## src/rtl/mem_arbiter_rr.sv

```systemverilog
// Round-robin arbiter sharing one picorv32 native memory port between two masters,
// with a watchdog that force-completes transactions the slave never acknowledges.
//
//   state  | meaning
//   -------+-----------------------------------------------------------
//   IDLE   | no transaction in flight; arbitrate among pending requests
//   GRANT0 | m0 owns the slave port until s_ready, watchdog or abandon
//   GRANT1 | m1 owns the slave port until s_ready, watchdog or abandon
module mem_arbiter_rr #(
   parameter int unsigned TIMEOUT      = 256,
   parameter logic [31:0] TIMEOUT_DATA = 32'hDEAD_BEEF
) (
   input  logic        clk,
   input  logic        reset,

   input  logic        m0_valid,
   input  logic        m0_instr,
   output logic        m0_ready,
   input  logic [31:0] m0_addr,
   input  logic [31:0] m0_wdata,
   input  logic [3:0]  m0_wstrb,
   output logic [31:0] m0_rdata,

   input  logic        m1_valid,
   output logic        m1_ready,
   input  logic [31:0] m1_addr,
   input  logic [31:0] m1_wdata,
   input  logic [3:0]  m1_wstrb,
   output logic [31:0] m1_rdata,

   output logic        s_valid,
   output logic        s_instr,
   input  logic        s_ready,
   output logic [31:0] s_addr,
   output logic [31:0] s_wdata,
   output logic [3:0]  s_wstrb,
   input  logic [31:0] s_rdata,

   output logic        timeout,
   output logic [31:0] timeout_addr
);

   localparam int WD_W = (TIMEOUT < 2) ? 1 : $clog2(TIMEOUT + 1);
   localparam logic [WD_W-1:0] WD_LAST = WD_W'((TIMEOUT == 0) ? 0 : TIMEOUT - 1);
   localparam bit WD_EN = (TIMEOUT != 0);

   typedef enum logic [1:0] {
      IDLE   = 2'd0,
      GRANT0 = 2'd1,
      GRANT1 = 2'd2
   } state_t;

   state_t          state, state_nxt;
   logic            last_grant, last_grant_nxt;
   logic [WD_W-1:0] wd_cnt, wd_cnt_nxt;
   logic            gnt_valid;
   logic            expire;
   logic            done;
   logic [31:0]     rdata_mux;

   always_ff @(posedge clk) begin
      if (reset) begin
         state        <= IDLE;
         last_grant   <= 1'b1;
         wd_cnt       <= '0;
         timeout_addr <= '0;
      end else begin
         state      <= state_nxt;
         last_grant <= last_grant_nxt;
         wd_cnt     <= wd_cnt_nxt;
         if (timeout) begin
            timeout_addr <= s_addr;
         end
      end
   end

   always_comb begin
      state_nxt      = state;
      last_grant_nxt = last_grant;
      wd_cnt_nxt     = '0;
      gnt_valid      = 1'b0;
      expire         = 1'b0;
      done           = 1'b0;
      s_valid        = 1'b0;
      s_instr        = 1'b0;
      s_addr         = '0;
      s_wdata        = '0;
      s_wstrb        = '0;

      case (state)
         IDLE: begin
            // last_grant resets to 1 so m0 wins the first tie
            if (m0_valid && (!m1_valid || last_grant)) begin
               state_nxt      = GRANT0;
               last_grant_nxt = 1'b0;
            end else if (m1_valid) begin
               state_nxt      = GRANT1;
               last_grant_nxt = 1'b1;
            end
         end
         GRANT0: begin
            s_valid   = 1'b1;
            s_instr   = m0_instr;
            s_addr    = m0_addr;
            s_wdata   = m0_wdata;
            s_wstrb   = m0_wstrb;
            gnt_valid = m0_valid;
         end
         GRANT1: begin
            s_valid   = 1'b1;
            s_addr    = m1_addr;
            s_wdata   = m1_wdata;
            s_wstrb   = m1_wstrb;
            gnt_valid = m1_valid;
         end
         default: begin
            state_nxt = IDLE;
         end
      endcase

      if (state != IDLE) begin
         // s_ready has priority over watchdog expiry in the same cycle
         expire = WD_EN && gnt_valid && !s_ready && (wd_cnt == WD_LAST);
         if (!gnt_valid) begin
            state_nxt = IDLE;
         end else if (s_ready || expire) begin
            done      = 1'b1;
            state_nxt = IDLE;
         end else if (WD_EN) begin
            wd_cnt_nxt = wd_cnt + WD_W'(1);
         end
      end
   end

   assign rdata_mux = expire ? TIMEOUT_DATA : s_rdata;
   assign m0_rdata  = rdata_mux;
   assign m1_rdata  = rdata_mux;
   assign m0_ready  = done && (state == GRANT0);
   assign m1_ready  = done && (state == GRANT1);
   assign timeout   = expire;

endmodule

```

## config.mk

```make
export PLATFORM = sky130hd
export DESIGN_NAME = mem_arbiter_rr
export DESIGN_NICKNAME = d
export VERILOG_FILES = /design/src/rtl/mem_arbiter_rr.sv
export SDC_FILE = /design/constraint.sdc
export NUM_CORES = 1
export LEC_CHECK = 0
export BUFFER_PORTS_ARGS = -buffer_cell sky130_fd_sc_hd__buf_2
export CAP_MARGIN = 15
export CORE_AREA = 2 2 135 137
export DETAILED_ROUTE_END_ITERATION = 8
export DIE_AREA = 0 0 137 139
export MAX_ROUTING_LAYER = met4
export PLACE_DENSITY = 0.46
export SYNTH_ARGS = -nofsm -noshare
export SYNTH_HDL_FRONTEND = slang
export SYNTH_SLANG_ARGS = --single-unit
```

## constraint.sdc

```tcl
create_clock -name clk -period 2.8 [get_ports clk]
set_input_delay 0.42 -clock clk [delete_from_list [all_inputs] [get_ports clk]]
set_output_delay 0.42 -clock clk [all_outputs]
set_load 0.03 [all_outputs]
```

==> impl_results.md, run 1 <==
- Initial core utilization: 19.9%
- Die Span Y: 139 µm
- Cell area after synthesis: 3520 µm²
- Startpoint class of the critical path: flip-flop
- Post-route setup TNS: 0 ns
- Overall Power: 3150 µW
- DIE AREA: 19,000 µm²
- Fin nets: 908
- Post-synthesis cell type count: 36
- Vias per std cell: 4.53
- GR Util All Layers: 16.3%
- Share of post-route cells with drive strength above 1: 50.4%
- Clock slew at reported path FFs: 0.07 ns
- Growth of design area from synthesis to finish: 53.2%
- CTS buffer count: 5
- Power per cell area: 584 nW/µm²
- Final-report max-slew violation count: 0
- Crit Path Max Fanout: 33
- EDFF count, synth: 0
- Category of the worst setup path capture point: output pin
- Worst-margin pin slew: 0.472 ns
- Synthesized instance count: 448
- Synthesized area per cell: 7.85 µm²
- CTS tree: built
- Hold slack final: 0.473 ns
- Worst EP required: 2.38 ns
- Most instantiated flip-flop cell in the synthesis netlist: sky130_fd_sc_hd__dfxtp_1
- Routability congestion estimate: 0.840
- Largest net degree at the start of global routing: 72
- Floorplan Core Area: 17,700 µm²
- Flip-flop and latch count after synthesis: 44
- Count of clock tree sinks: 44
- Width of the die: 137 µm
- Worst setup skew after layout: 0.00544 ns
- VDD IR-drop max: 223 µV
- Final setup violation count: 0
- Via count of the first global-routing pass: 3,955
- Post-CTS Setup Inserts: 0
- RSZ-0062 raised after global routing: false
- Residual DRC: 0
- GRT overflow: 0
- Number of nets in the synthesized netlist: 627
- Post-route clock period utilization: 94.2%
- Wire length per cell: 17.1 µm
- Count of vias placed by the detailed router: 4,367
- Sequential fraction of the synthesis area: 25.0%
- Sum of net half-perimeters after detailed placement: 12,900 µm
- Final hold vios: 0
- Count of filler cells inserted in the layout: 1,976
- Status: finished clean
- Global-route wire length before repair: 23,300 µm
- First-pass iteration count of the detailed router: 5
- Total wire length after detailed routing: 16,500 µm
- Count of input and output buffers: 342
- Source-to-sink clock delay at the later pin of the worst-skew pair: 0.28 ns
- Total number of placement rows: 49
- Worst Path Class, Setup: reg2out
- Root Buffer: sky130_fd_sc_hd__clkbuf_16
- Ys async rst share: 0%
- Ports: 343
- Deepest clock path buffer count: 2
- Final critical path time including I/O delays and setup: 2.64 ns
- First DRT Iteration DRCs: 187
- Headroom to the max-slew limit: 68.6%
- Maxcap violations: 0
- Antenna violation net count after detailed routing: 0
- Count of warnings emitted by yosys: 0
- Arrival time reported for the critical path endpoint: 2.22 ns
- Maximum level of the CTS H-tree: 2
- Leak Pwr: 0.00251 µW
- HP Class: reg2reg
- Fmax achieved: 0.379 GHz
- Initial antenna violation count: 4
-- metrics by stage --
stage / setup slack (ns) / instance area [µm²] / utilization [%] / std cells
after floorplan: 0.231 / 3520 / - / 448
after global placement: 0.393 / 5200 / 29.4 / 951
after detailed placement: 0.374 / 5200 / 29.4 / 951
after CTS: 0.0577 / 5370 / 30.4 / 959
after global routing: 0.0183 / 5390 / 30.5 / 963
final: 0.162 / 5390 / 30.5 / 963
-- path summary, 6_finish.rpt --
check | end | startpoint | cells past startpoint | slack [ns]
worst min register to register | timeout_addr[13]$_SDFFE_PP0P_ | timeout_addr[13]$_SDFFE_PP0P_ | 2 | 0.47
worst min-delay path | timeout_addr[13]$_SDFFE_PP0P_ | timeout_addr[13]$_SDFFE_PP0P_ | 2 | 0.47
worst max-delay path | m0_rdata[4] | wd_cnt[0]$_SDFF_PP0_ | 9 | 0.16
worst max register to register | timeout_addr[21]$_SDFFE_PP0P_ | state[0]$_SDFF_PP0_ | 7 | 0.52
-- registers in the layout (all words and copies together), names as in the netlist --
register	cells
timeout_addr	32
wd_cnt	9
state	2
last_grant	1
-- layout by cell type, fill, tap and decap left out, types with 2 or more instances in the layout --
cell and count:
sky130_fd_sc_hd__buf_2 342, sky130_fd_sc_hd__nor2b_1 69, sky130_fd_sc_hd__a22oi_1 68, sky130_fd_sc_hd__dfxtp_1 44, sky130_fd_sc_hd__a21oi_1 35, sky130_fd_sc_hd__or4b_1 31
sky130_fd_sc_hd__o21ai_0 30, sky130_fd_sc_hd__nand2b_1 26, sky130_fd_sc_hd__nor2_1 9, sky130_fd_sc_hd__and2_1 9, sky130_fd_sc_hd__nand2_1 5, sky130_fd_sc_hd__inv_1 5
sky130_fd_sc_hd__nand3_1 5, sky130_fd_sc_hd__o21ai_1 5, sky130_fd_sc_hd__clkbuf_16 5, sky130_fd_sc_hd__buf_4 5, sky130_fd_sc_hd__diode_2 4, sky130_fd_sc_hd__ha_2 4
sky130_fd_sc_hd__buf_12 4, sky130_fd_sc_hd__and3_1 3, sky130_fd_sc_hd__or3_1 3, sky130_fd_sc_hd__a211o_1 2, sky130_fd_sc_hd__nor3_1 2, sky130_fd_sc_hd__xor2_1 2
-- cell usage after synthesis, types with 8 or more instances --
master	instances	area, µm²
sky130_fd_sc_hd__nor2b_1	69	432
sky130_fd_sc_hd__o21ai_0	30	150
sky130_fd_sc_hd__buf_2	8	40.0
sky130_fd_sc_hd__or4b_1	31	310
sky130_fd_sc_hd__nand2b_1	26	163
sky130_fd_sc_hd__clkbuf_1	29	109
sky130_fd_sc_hd__buf_4	34	255
sky130_fd_sc_hd__a22oi_1	68	510
sky130_fd_sc_hd__nor2_1	9	33.8
sky130_fd_sc_hd__a21oi_1	35	175
sky130_fd_sc_hd__dfxtp_1	44	881
sky130_fd_sc_hd__and2_1	9	56.3
-- power by group --
group          leakage [µW]  switching, µW  total, µW  internal, µW
registers          0.000355           12.2        650           637
clock network     0.0000871            250        697           447
logic               0.00207           1130       1800           669
total               0.00251           1390       3150          1750
-- logic make-up after synthesis --
group	count (synthesis)	synth area share, %
fa+ha+maj	5	1.78
simple gates	168	32.8
xor+xnor	3	0.747
flops	44	25.0
compound gates	145	26.2
buf+inv	83	13.4
-- critical path: stages, from the launching register on --
cell and delay [ns]:
sky130_fd_sc_hd__dfxtp_1 0.40, sky130_fd_sc_hd__ha_2 0.25, sky130_fd_sc_hd__nand3_1 0.07, sky130_fd_sc_hd__nor2_1 0.11, sky130_fd_sc_hd__ha_1 0.17, sky130_fd_sc_hd__and4bb_2 0.24, sky130_fd_sc_hd__nand2_1 0.08, sky130_fd_sc_hd__buf_6 0.19
sky130_fd_sc_hd__and2_1 0.22, sky130_fd_sc_hd__buf_2 0.19
-- metal layers --
layer / wire [µm] / vias to the layer above / share of wire (%) / track usage (%)
li1: - / 2156 / - / -
met1: 6920 / 2015 / 42 / 19.9
met2: 8020 / 180 / 49 / 27.0
met3: 1180 / 16 / 7.1 / 3.25
met4: 354 / 0 / 2.1 / 5.10
met5: 0 / - / 0 / -
-- layout make-up --
type	instances	area (µm²)	area share, %
timing repair buffer	352	1840	34.1
clock buffer	6	139	2.58
sequential	44	881	16.3
multi-input combinational	321	2180	40.4
inverter	5	18.8	0.348
clock inverter	2	38.8	0.720
antenna	4	10.0	0.186
tap	229	287	5.32
-- timing repair --
item	in CTS	in global routing
hold buffers	0	0
resized for setup	0	2
setup endpoints to repair	0	53
(Power assumes the default switching activity.)
==> inputs of run 2 (changes only) <==
--- a/config.mk
+++ b/config.mk
@@ -10,8 +10,9 @@
 export CORE_AREA = 2 2 135 137
 export DETAILED_ROUTE_END_ITERATION = 8
 export DIE_AREA = 0 0 137 139
-export MAX_ROUTING_LAYER = met4
 export PLACE_DENSITY = 0.46
+export RECOVER_POWER = 50
 export SYNTH_ARGS = -nofsm -noshare
 export SYNTH_HDL_FRONTEND = slang
 export SYNTH_SLANG_ARGS = --single-unit
+export TNS_END_PERCENT = 30
==> run 2 against run 1 <==
  * Non-clock buffer count unchanged
  * Global-route usage decreased by 0.47 points
  * Final cell count decreased by 0.10%
  * Sequential power about the same
  * Clock skew decreased by 0.00081 ns
  * Via count increased by 0.37%
  * Critical endpoint unchanged
==> impl_results.md, run 2 (synthesized netlist as in run 1, its figures left out) <==
- Width of the die: 137 µm
- Headroom to the max-slew limit: 66.8%
- Regs by FF count: timeout_addr (32), wd_cnt (9), state (2)
- Setup WS post-layout: 0.167 ns
- Library cell contributing the largest single delay on the critical path: sky130_fd_sc_hd__dfxtp_1
- Residual DRC: 0
- Count of vias placed by the detailed router: 4,383
- Count of clock tree sinks: 44
- Wire length per cell: 17.2 µm
- Category of the worst setup path capture point: output pin
- Source-to-sink clock delay at the later pin of the worst-skew pair: 0.28 ns
- Hold worst-path end: timeout_addr[13]$_SDFFE_PP0P_
- Crit Path Max Fanout: 33
- VDD IR-drop max: 221 µV
- Fin nets: 908
- CTS tree: built
- Buffers & Inverters on Critical Path: 2
- Worst flop-to-flop path startpoint: wd_cnt[0]$_SDFF_PP0_
- Most common cell after layout, fill and taps aside: sky130_fd_sc_hd__buf_2
- Post-route clock period utilization: 94.0%
- Floorplan Core Area: 17,700 µm²
- Status: finished clean
- Most crowded layer after global routing: met2
- CTS buffer count: 5
- Via count of the first global-routing pass: 3,960
- Initial antenna violation count: 4
- Worst Path Class, Setup: reg2out
- Antenna violation net count after detailed routing: 0
- Vias per std cell: 4.56
- Growth of design area from synthesis to finish: 50.1%
- Worst reg-to-reg setup slack: 0.45 ns
- Post-route setup TNS: 0 ns
- Startpoint class of the critical path: flip-flop
- Start point of the worst min-delay path: timeout_addr[13]$_SDFFE_PP0P_
- DIE AREA: 19,000 µm²
- Max reg flops: 32
- Count of filler cells inserted in the layout: 1,997
- Hold slack final: 0.478 ns
- Worst setup skew after layout: 0.00462 ns
- Die Span Y: 139 µm
- Largest net degree at the start of global routing: 72
- Maxcap violations: 0
- First-pass iteration count of the detailed router: 8
- Count of input and output buffers: 342
- Cells on Worst Hold Path: 2
- Final hold vios: 0
- Final setup violation count: 0
- Deepest clock path buffer count: 2
- Non-filler cells, final: 962
- Total wire length after detailed routing: 16,500 µm
- HP Class: reg2reg
- Power per cell area: 591 nW/µm²
- Global-route met2 utilization: 27.0%
- Count of placed standard cells including taps: 951
- Stage delay of the slowest cell on the critical path: 0.40 ns
- Routability congestion estimate: 0.827
- Final-report max-slew violation count: 0
- Met3 demand-to-capacity share in global routing: 3.58%
- RSZ-0062 raised after global routing: false
- First DRT Iteration DRCs: 167
- Worst-case reg-to-reg path depth: 9
- Maximum level of the CTS H-tree: 2
- R2R Path End: timeout_addr[29]$_SDFFE_PP0P_
- Fmax achieved: 0.380 GHz
- Share of post-route cells with drive strength above 1: 39.6%
- GR Util All Layers: 15.9%
- Total number of placement rows: 49
- Clock slew at reported path FFs: 0.06 ns
- Worst EP required: 2.38 ns
- Post-CTS Setup Inserts: 0
- Final critical path time including I/O delays and setup: 2.63 ns
- Pre-CTS WS: 0.374 ns
- Ports: 343
- Root Buffer: sky130_fd_sc_hd__clkbuf_16
- Sum of net half-perimeters after detailed placement: 12,900 µm
- Leak Pwr: 0.00216 µW
- Cell family with most CP delay: simple AND/OR/NAND/NOR gates
- Top library cells by usage in the layout, fill and taps aside: sky130_fd_sc_hd__buf_2 (257), sky130_fd_sc_hd__clkbuf_1 (78), sky130_fd_sc_hd__nor2b_1 (69)
- Worst-margin pin slew: 0.498 ns
- Register with the most flip-flops: timeout_addr
- GR Layer Usage met1: 19.6%
- GRT overflow: 0
- Series of cell instances along the critical path: ha_2, nand3_1, nor2_1, ha_1, and4bb_2, nand2_1, buf_6, and2_1, buf_2
- Initial core utilization: 19.9%
- Global-route wire length before repair: 23,300 µm
- Arrival time reported for the critical path endpoint: 2.21 ns
run 2: tightest hold or removal path: stages, from the launching register on:
cell and delay [ns]:
sky130_fd_sc_hd__dfxtp_1 0.30, sky130_fd_sc_hd__o21ai_0 0.07, sky130_fd_sc_hd__a21oi_1 0.06
run 2: how the worst max path moves through the flow:
stage                    to  cells past startpoint                  from  slack (ns)
6_report        m0_rdata[4]                      9  wd_cnt[0]$_SDFF_PP0_        0.17
5_1_grt        m0_rdata[14]                      9  wd_cnt[0]$_SDFF_PP0_        0.02
4_1_cts        m0_rdata[14]                      9  wd_cnt[0]$_SDFF_PP0_        0.06
3_5_place_dp   m0_rdata[14]                      9  wd_cnt[0]$_SDFF_PP0_        0.37
3_3_place_gp    m1_rdata[4]                      9  wd_cnt[0]$_SDFF_PP0_        0.39
2_1_floorplan  m1_rdata[10]                      7   state[0]$_SDFF_PP0_        0.23
run 2: cell type report:
class	instances	area (µm²)	share of cell area, %
well taps	229	287	5.43
diodes	3	7.51	0.142
inverters	5	18.8	0.355
clock inverters	2	38.8	0.735
repair buffers	352	1740	32.9
clock buffers	6	139	2.63
multi-input cells	321	2170	41.2
flip-flops and latches	44	881	16.7
run 2: power by group:
| group | switching [µW] | internal, µW | total, µW |
|---|---|---|---|
| clock network | 247 | 447 | 694 |
| registers | 12.2 | 637 | 650 |
| logic | 1140 | 637 | 1780 |
run 2: routing by layer:
layer  up-vias  routed length [µm]
met4         2                 352
met5         -                  13
met1      2021                6910
met2       185                8030
li1       2157                   -
met3        18                1190
run 2: stage by stage:
stage / util (%) / power (µW) / cell area (µm²)
floorplan: - / 1940 / 3520
global placement: 29.4 / 2500 / 5200
detailed placement: 29.4 / 2490 / 5200
CTS: 30.4 / 3210 / 5370
global route: 29.9 / 3320 / 5280
finish: 29.9 / 3120 / 5280
run 2: what timing repair did:
action                                  4_1_cts  5_1_grt
resized for setup                             0        2
endpoints found under the setup margin        0       53
hold buffers                                  0        0
==> inputs of run 3 (changes only) <==
==> constraint.sdc (replaced) <==
create_clock -name clk -period 2.8 [get_ports clk]
set_input_delay 0.42 -clock clk [delete_from_list [all_inputs] [get_ports clk]]
set_output_delay 0.42 -clock clk [all_outputs]
set_load 0.01 [all_outputs]
==> run 3 against run 2 <==
  * Sequential share of layout area is 0.075 points higher
  * Clock skew is 0.0020 ns lower
  * Clock-buffer cell count is 1 lower
  * Setup slack better by 0.048 ns
  * Flip-flop and latch count stayed put
  * Sequential power hardly changed
  * Non-clock buffer count is 1 higher
  * Fmax is 1.9% higher
  * Clock power is 3.7% lower
  * Largest power group unchanged
  * Power is 11% lower
  * Critical path depth stayed put
  * Combinational power is 18% lower
==> impl_results.md, run 3 (synthesized netlist as in run 1, its figures left out) <==
- Register area: 881 µm²
- Category of the worst setup path capture point: output pin
- Cells on Worst Hold Path: 2
- R2R Path End: timeout_addr[20]$_SDFFE_PP0P_
- Status: finished clean
- Final setup violation count: 0
- Non-filler cells, final: 965
- Maximum level of the CTS H-tree: 2
- Power per cell area: 529 nW/µm²
- Count of filler cells inserted in the layout: 2,033
- HP Class: reg2reg
- First-pass iteration count of the detailed router: 4
- Die Span Y: 139 µm
- Ports: 343
- VDD IR-drop max: 468 µV
- Width of the die: 137 µm
- DIE AREA: 19,000 µm²
- Most common cell after layout, fill and taps aside: sky130_fd_sc_hd__buf_2
- First element of the critical path: wd_cnt[0]$_SDFF_PP0_
- Worst-margin pin slew: 0.575 ns
- Top library cells by usage in the layout, fill and taps aside: sky130_fd_sc_hd__buf_2 (280), sky130_fd_sc_hd__nor2b_1 (69), sky130_fd_sc_hd__a22oi_1 (68)
- Hold slack final: 0.475 ns
- Vias per std cell: 4.46
- Clock slew at reported path FFs: 0.06 ns
- Hold_buf cts: 0
- Routability congestion estimate: 0.849
- Headroom to the max-slew limit: 61.6%
- Deepest clock path buffer count: 2
- Worst flop-to-flop path startpoint: wd_cnt[0]$_SDFF_PP0_
- Library cell contributing the largest single delay on the critical path: sky130_fd_sc_hd__dfxtp_1
- Worst EP required: 2.38 ns
- Count of clock tree sinks: 44
- Fmax achieved: 0.387 GHz
- Final hold vios: 0
- Growth of design area from synthesis to finish: 49.4%
- First DRT Iteration DRCs: 247
- Residual DRC: 0
- GRT overflow: 0
- Total number of placement rows: 49
- Wire length per cell: 16.9 µm
- Count of placed standard cells including taps: 952
- Regs by FF count: timeout_addr (32), wd_cnt (9), state (2)
- Count of vias placed by the detailed router: 4,303
- Floorplan Core Area: 17,700 µm²
- Initial core utilization: 19.9%
- Source-to-sink clock delay at the later pin of the worst-skew pair: 0.28 ns
- Series of cell instances along the critical path: ha_2, nand3_1, nor2_1, ha_1, and4bb_2, nand2_1, buf_6, and2_1, buf_2
- Startpoint class of the critical path: flip-flop
- Sum of net half-perimeters after detailed placement: 12,900 µm
- Worst Path Class, Setup: reg2out
- Maxcap violations: 0
- Total wire length after detailed routing: 16,300 µm
- CTS tree: built
- Post-route clock period utilization: 92.3%
- Initial antenna violation count: 5
- Share of post-route cells with drive strength above 1: 41.7%
- Leak Pwr: 0.00222 µW
- Count of input and output buffers: 342
- Max reg flops: 32
- Antenna violation net count after detailed routing: 0
- Via count of the first global-routing pass: 3,903
- Register with the most flip-flops: timeout_addr
- Final critical path time including I/O delays and setup: 2.59 ns
- Final-report max-slew violation count: 0
- Worst setup skew after layout: 0.00266 ns
- Area used by multi-input combinational logic: 2170 µm²
- Root Buffer: sky130_fd_sc_hd__clkbuf_16
- Largest net degree at the start of global routing: 70
- Worst reg-to-reg setup slack: 0.38 ns
- Final instance area: 5260 µm²
- CTS buffer count: 5
- Post-route setup TNS: 0 ns
- Worst-case reg-to-reg path depth: 9
- Termination of the worst setup path: m0_rdata[4]
- GR Util All Layers: 15.8%
- Fin nets: 909
- Stage delay of the slowest cell on the critical path: 0.39 ns
- Placed standard-cell area: 5150 µm²
- Post-CTS Setup Inserts: 0
- Arrival time reported for the critical path endpoint: 2.17 ns
- RSZ-0062 raised after global routing: false
- Global-route wire length before repair: 23,200 µm
- Crit Path Max Fanout: 33
[run 3: cell count changes in the layout (fill, tap and decap cells not counted)]
cell,before,now
sky130_fd_sc_hd__clkinvlp_4,0,1
sky130_fd_sc_hd__clkinv_4,1,0
sky130_fd_sc_hd__diode_2,3,5
sky130_fd_sc_hd__clkinv_2,0,1
sky130_fd_sc_hd__buf_2,257,280
sky130_fd_sc_hd__clkbuf_4,0,1
sky130_fd_sc_hd__buf_12,4,0
sky130_fd_sc_hd__clkbuf_1,78,63
sky130_fd_sc_hd__clkbuf_2,10,0
sky130_fd_sc_hd__buf_4,2,8
sky130_fd_sc_hd__clkbuf_8,1,0
[run 3: layout make-up]
type	count	share of cell area, %
Clock inverter	3	0.809
Tap cell	229	5.45
Sequential cell	44	16.8
Clock buffer	5	2.38
Timing Repair Buffer	353	32.7
Multi-Input combinational cell	321	41.3
Inverter	5	0.357
Antenna cell	5	0.238
[run 3: how the worst min path moves through the flow]
stage	from	end
final	timeout_addr[11]$_SDFFE_PP0P_	timeout_addr[11]$_SDFFE_PP0P_
after detailed placement	timeout_addr[22]$_SDFFE_PP0P_	timeout_addr[22]$_SDFFE_PP0P_
after CTS	timeout_addr[11]$_SDFFE_PP0P_	timeout_addr[11]$_SDFFE_PP0P_
after global routing	timeout_addr[22]$_SDFFE_PP0P_	timeout_addr[22]$_SDFFE_PP0P_
after floorplan	wd_cnt[0]$_SDFF_PP0_	wd_cnt[0]$_SDFF_PP0_
after global placement	timeout_addr[17]$_SDFFE_PP0P_	timeout_addr[17]$_SDFFE_PP0P_
[run 3: layer usage]
layer | part of all wire [%] | track usage [%]
met1 | 42 | 19.7
met2 | 48 | 26.7
met3 | 7.7 | 3.87
met4 | 1.8 | 4.67
met5 | 0.25 | 0
[run 3: critical path: cells and delay by family (launching register included)]
family	cells	cell delay, ns
buffers and inverters	2	0.34
adders and majority gates	2	0.42
DFF	1	0.39
and+or+nand+nor	5	0.71
[run 3: power by group]
part	internal [µW]	total, µW	switching [µW]
clock network	419	668	249
logic	621	1460	843
registers	638	651	13.3
total	1680	2780	1100
[run 3: per-stage QoR]
stage          worst slack, ns  utilization [%]  total power (µW)
3_3_place_gp             0.401             29.2              2190
6_report                 0.215             29.8              2780
5_1_grt                 0.0481             29.7              2980
4_1_cts                 0.0919             30.1              2850
3_5_place_dp             0.406             29.2              2170
2_1_floorplan            0.482                -              1670
[run 3: repair_timing]
item	CTS	global route
endpoints found under the hold margin	0	0
endpoints found under the setup margin	0	16
gates resized for setup	0	2
